[src/rtl/seq_div_pkg.sv]
// seq_div_pkg: shared FSM state type and supported operand widths for the sequential divider
package seq_div_pkg;

    typedef enum logic [1:0] {IDLE, CALC, DONE} state_e;

    localparam int WIDTH_8  = 8;
    localparam int WIDTH_16 = 16;
    localparam int WIDTH_32 = 32;

    function automatic bit legal_width(int w);
        return (w == WIDTH_8) || (w == WIDTH_16) || (w == WIDTH_32);
    endfunction

endpackage

[src/rtl/seq_div_step.sv]
// seq_div_step: one unsigned restoring-division step on a {rem, quo} pair
module seq_div_step
    import seq_div_pkg::*;
#(
    parameter int WIDTH = 32
) (
    input  logic [WIDTH-1:0] rem,
    input  logic [WIDTH-1:0] quo,
    input  logic [WIDTH-1:0] b,
    output logic [WIDTH-1:0] rem_n,
    output logic [WIDTH-1:0] quo_n
);

    logic [WIDTH:0] shifted;
    logic [WIDTH:0] trial;

    // rem < b always holds, so the shifted remainder fits in WIDTH+1 bits and trial's MSB is its sign
    always_comb begin
        shifted = {rem, quo[WIDTH-1]};
        trial   = shifted - {1'b0, b};
        rem_n   = trial[WIDTH] ? shifted[WIDTH-1:0] : trial[WIDTH-1:0];
        quo_n   = {quo[WIDTH-2:0], ~trial[WIDTH]};
    end

endmodule

[src/rtl/seq_div.sv]
// seq_div: iterative unsigned divider, one quotient bit per cycle, valid/ready handshakes
module seq_div
    import seq_div_pkg::*;
#(
    parameter int WIDTH = 32
) (
    input  logic             clk,
    input  logic             rst_n,
    input  logic             in_valid,
    output logic             in_ready,
    input  logic [WIDTH-1:0] a,
    input  logic [WIDTH-1:0] b,
    output logic             out_valid,
    input  logic             out_ready,
    output logic [WIDTH-1:0] q,
    output logic [WIDTH-1:0] r,
    output logic             dbz
);

    localparam int CW = $clog2(WIDTH);

    state_e           state_q, state_d;
    logic [WIDTH-1:0] rem_q, rem_d;
    logic [WIDTH-1:0] quo_q, quo_d;
    logic [WIDTH-1:0] div_q, div_d;
    logic [CW-1:0]    cnt_q, cnt_d;
    logic             dbz_q, dbz_d;
    logic [WIDTH-1:0] step_rem, step_quo;

    seq_div_step #(.WIDTH(WIDTH)) u_step (
        .rem   (step_rem_src()),
        .quo   (quo_q),
        .b     (div_q),
        .rem_n (step_rem),
        .quo_n (step_quo)
    );

    function automatic logic [WIDTH-1:0] step_rem_src();
        return rem_q;
    endfunction

    // next-state: latch operands on accept, iterate in CALC, hold the result in DONE
    always_comb begin
        state_d = state_q;
        rem_d   = rem_q;
        quo_d   = quo_q;
        div_d   = div_q;
        cnt_d   = cnt_q;
        dbz_d   = dbz_q;
        case (state_q)
            IDLE: begin
                if (in_valid) begin
                    div_d   = b;
                    dbz_d   = (b == '0);
                    rem_d   = (b == '0) ? a : '0;
                    quo_d   = (b == '0) ? '1 : a;
                    cnt_d   = CW'(WIDTH - 1);
                    state_d = (b == '0) ? DONE : CALC;
                end
            end
            CALC: begin
                rem_d   = step_rem;
                quo_d   = step_quo;
                cnt_d   = (cnt_q == '0) ? cnt_q : cnt_q - 1'b1;
                state_d = (cnt_q == '0) ? DONE : CALC;
            end
            DONE:    state_d = out_ready ? IDLE : DONE;
            default: state_d = IDLE;
        endcase
    end

    // state register; reset discards any in-flight result
    always_ff @(posedge clk) begin
        if (!rst_n) begin
            state_q <= IDLE;
            rem_q   <= '0;
            quo_q   <= '0;
            div_q   <= '0;
            cnt_q   <= '0;
            dbz_q   <= 1'b0;
        end else begin
            state_q <= state_d;
            rem_q   <= rem_d;
            quo_q   <= quo_d;
            div_q   <= div_d;
            cnt_q   <= cnt_d;
            dbz_q   <= dbz_d;
        end
    end

    assign in_ready  = (state_q == IDLE);
    assign out_valid = (state_q == DONE);
    assign q         = quo_q;
    assign r         = rem_q;
    assign dbz       = dbz_q;

endmodule

[config.mk]
export PLATFORM = sky130hd
export DESIGN_NAME = seq_div
export DESIGN_NICKNAME = d
export VERILOG_FILES = /design/src/rtl/seq_div_pkg.sv /design/src/rtl/seq_div_step.sv /design/src/rtl/seq_div.sv
export SDC_FILE = /design/constraint.sdc
export NUM_CORES = 1
export LEC_CHECK = 0
export ABC_AREA = 1
export CAP_MARGIN = 20
export CELL_PAD_IN_SITES_DETAIL_PLACEMENT = 2
export CELL_PAD_IN_SITES_GLOBAL_PLACEMENT = 2
export CORE_MARGIN = 3
export CORE_UTILIZATION = 31
export CTS_CLUSTER_DIAMETER = 80
export CTS_CLUSTER_SIZE = 24
export DETAILED_ROUTE_END_ITERATION = 16
export GPL_TIMING_DRIVEN = 0
export PLACE_DENSITY = 0.93
export SYNTH_ARGS = -nofsm -noshare
export SYNTH_HDL_FRONTEND = slang
export SYNTH_SLANG_ARGS = --single-unit
export TNS_END_PERCENT = 30
[constraint.sdc]
create_clock -name clk -period 4.4 [get_ports clk]
set_input_delay 0.88 -clock clk [delete_from_list [all_inputs] [get_ports clk]]
set_output_delay 0.88 -clock clk [all_outputs]
set_load 0.03 [all_outputs]
==> flow_metrics.tcl <==
set metrics [dict create \
    wirelength_mm 45.06 \
    max-slew-margin-rel_pct 30.68 \
    p_leak_nw 4.426 \
    path_cells "clkdlybuf4s50_1 > nor4_1 > nand4_1 > nor2_4 > nand2_2 > buf_2 > o21ai_0 > inv_1 > a21oi_1" \
    synth.avg_cell_area_um2 6.222 \
    status "complete, no violations" \
    syn_area_mm2 0.007566 \
    crit_arrival_ns 4.03 \
    cap_violations 0 \
    htreeDepth 3 \
    die-height_um 162.2 \
    place_area_mm2 0.009296 \
    gp_congestion 0.8675 \
    netlist.area_leader.share_pct 27.52 \
    cp_slowest_stage_delay_ns 0.75 \
    synth-compound-area-share_pct 20.90 \
    fin_nets 1463 \
    grt_antenna_before_repair 0 \
    post_drt_wl_per_cell_um 26.77 \
    path_max_fanout 10 \
    slowest_stage "nor4_1" \
    drt_pass1_iterations 5 \
    rsz0062_at_grt "no" \
    area_growth_pct 26.87 \
    first_global_vias 11050 \
    ys_top_cells_by_area "dfxtp_1 28%, nand2_1 17%, inv_1 11%, o21ai_0 7.8%, ha_1 5.6%" \
    multi_input_area_mm2 0.004410 \
    ys_types 37 \
    cts_post_setup_buffers_inserted 0 \
    grt_pass1_wl_mm 67.90 \
    cts_root_buf "clkbuf_16" \
    pin_count 135 \
    synth_ff_type "dfxtp_1" \
    criticalPathCategory "primary input to register" \
    vias 9607 \
    yosysMostFrequentCell "nand2_1" \
    worstSkewPairLatency_ns 0.38 \
    max_freq_mhz 268.1 \
    synth_edf_count 0 \
    totalNegativeSetupSlack_ns 0 \
    cp_top_family "simple AND/OR/NAND/NOR gates" \
    fin_crit_sh_pct 84.76 \
    cts_buffers 9 \
    synth_fa_ha_area_share_pct 5.887 \
    synth_mux_area_share_pct 0 \
    seq_area_mm2 0.002082 \
    setup-violations-final 0 \
    yosysWarningCount 0 \
    grt-ovfl-total 0 \
    core_region_area_mm2 0.02375 \
    drt_iter0_markers 502 \
    hold_path.class "register to register" \
    synth_seq_area_share_pct 27.52 \
    cts_hold_buf 0 \
    cts_tree "done" \
    p_per_area_mw_per_mm2 512.5 \
    synth_top_cell_by_area "dfxtp_1" \
    clock-sinks 104 \
    synth_xor_area_share_pct 1.736 \
    path_clk_slew_ns 0.09 \
    startpoint_type "primary input" \
    slew_viol_final 0 \
    tightestPinTransition_ns 1.040 \
    track_usage_pct 33.83 \
    synthSimpleGateAreaFrac_pct 29.77 \
    synth-async-reset-ratio_pct 0 \
    synthCells 1216 \
    drive_above_1_share_pct 7.478 \
    ant_nets 0 \
    synth_common_cells "339 x nand2_1, 212 x inv_1, 118 x o21ai_0" \
    worstPathRequired_ns 4.70 \
    die_w_um 162.2 \
    fp-row-count 56 \
    synth_nets 1319 \
    cts_buffer_depth 2 \
    synth_top_family_by_area "simple AND/OR/NAND/NOR gates" \
    cp-end-kind "register" \
    antennaDiodeCount 0 \
    cts_resized 0 \
    die_area_mm2 0.02632 \
    grt_max_degree 19 \
    hold_viol_final 0 \
    ir_worst_vdd_mv 0.2003 \
    port-buffer-count 133 \
    viasPerCell 5.708 \
    place_hpwl_mm 31.13 \
    final_cell_area_mm2 0.009599 \
    ys_ff_latch 104 \
    drc_errors 0 \
    start_util_pct 31.85 \
    skew_ns 0.01211 \
    fin_crit_ns 3.729 \
    crit_buf_inv 3 \
    fill_cells 2870 \
]
[worst register-to-register path, cell delays in order, from the launching register on]
cell	delay (ns)
dfxtp_1	0.38
nor2_1	0.38
nand2_1	0.53
nand2_1	0.42
buf_2	0.33
buf_2	0.33
o21ai_0	0.18
a21oi_1	0.37
[flip-flops by register name (all words and copies together) (netlist names)]
name and flops:
q 32, div_q 32, cnt_q 5, dbz 1
r 32, state_q 2
[metal layers]
layer  vias up  track usage (%)  wire [µm]
met5         -                0          0
met4         0            18.73       2708
met3       179            6.886       2432
met2       451            60.25      22540
met1      4793            37.52      17380
li1       4184                -          -
[cell usage in the layout (no fill, tap or decap), drive strengths merged, types with 6 or more instances in the layout]
cell,count
nor4,8
xor2,13
nor2,61
nand2,365
ha,34
inv,221
dfxtp,104
buf,15
nor3,6
a41oi,23
o21ai,121
clkbuf,47
nand4,12
a21oi,100
a31oi,25
nand3,58
clkdlybuf4s50,133
[report_power, final]
| part | internal, mW | switching, mW |
|---|---|---|
| logic | 0.824 | 1.95 |
| registers | 1.06 | 0.151 |
| clock network | 0.452 | 0.482 |
| total | 2.34 | 2.58 |
[worst paths after layout]
check                                              end  slack [ns]  cells after the start                     from
worst max-delay path                r[27]$_SDFFE_PN0P_        0.67                      9                     b[2]
worst min-delay path            div_q[22]$_SDFFE_PN0P_        0.48                      2   div_q[22]$_SDFFE_PN0P_
worst max register to register       r[5]$_SDFFE_PN0P_        1.36                      7  state_q[0]$_SDFFE_PN0P_
worst min register to register  div_q[22]$_SDFFE_PN0P_        0.48                      2   div_q[22]$_SDFFE_PN0P_
[logic make-up after synthesis]
| kind of cell | Yosys count |
|---|---|
| xor gates and xnor gates | 15 |
| adders and majority gates | 35 |
| buffers and inverters | 272 |
| AOI/OAI and AO/OA | 276 |
| and+or+nand+nor | 514 |
| DFF | 104 |
[through the flow]
stage	power, mW	utilization, %	worst slack [ns]	cells	hold WS [ns]
floorplan	2.788	-	1.950	1216	0.4331
global placement	3.550	39.14	0.5719	1668	0.4453
detailed placement	3.745	39.14	0.4987	1668	0.4655
CTS	4.848	40.41	0.8542	1683	0.4798
global route	5.136	40.41	0.8663	1683	0.5020
finish	4.920	40.41	0.6707	1683	0.4763
[cell type report]
type                            count  share of cell area [%]
Clock buffer                        9                   2.346
Multi-Input combinational cell    840                   45.95
Tap cell                          319                   4.158
Buffer                             53                   2.620
Clock inverter                      6                  0.8081
Sequential cell                   104                   21.69
Timing Repair Buffer              133                   13.87
Inverter                          219                   8.564
No activity file was read; power rests on OpenSTA's default activity.
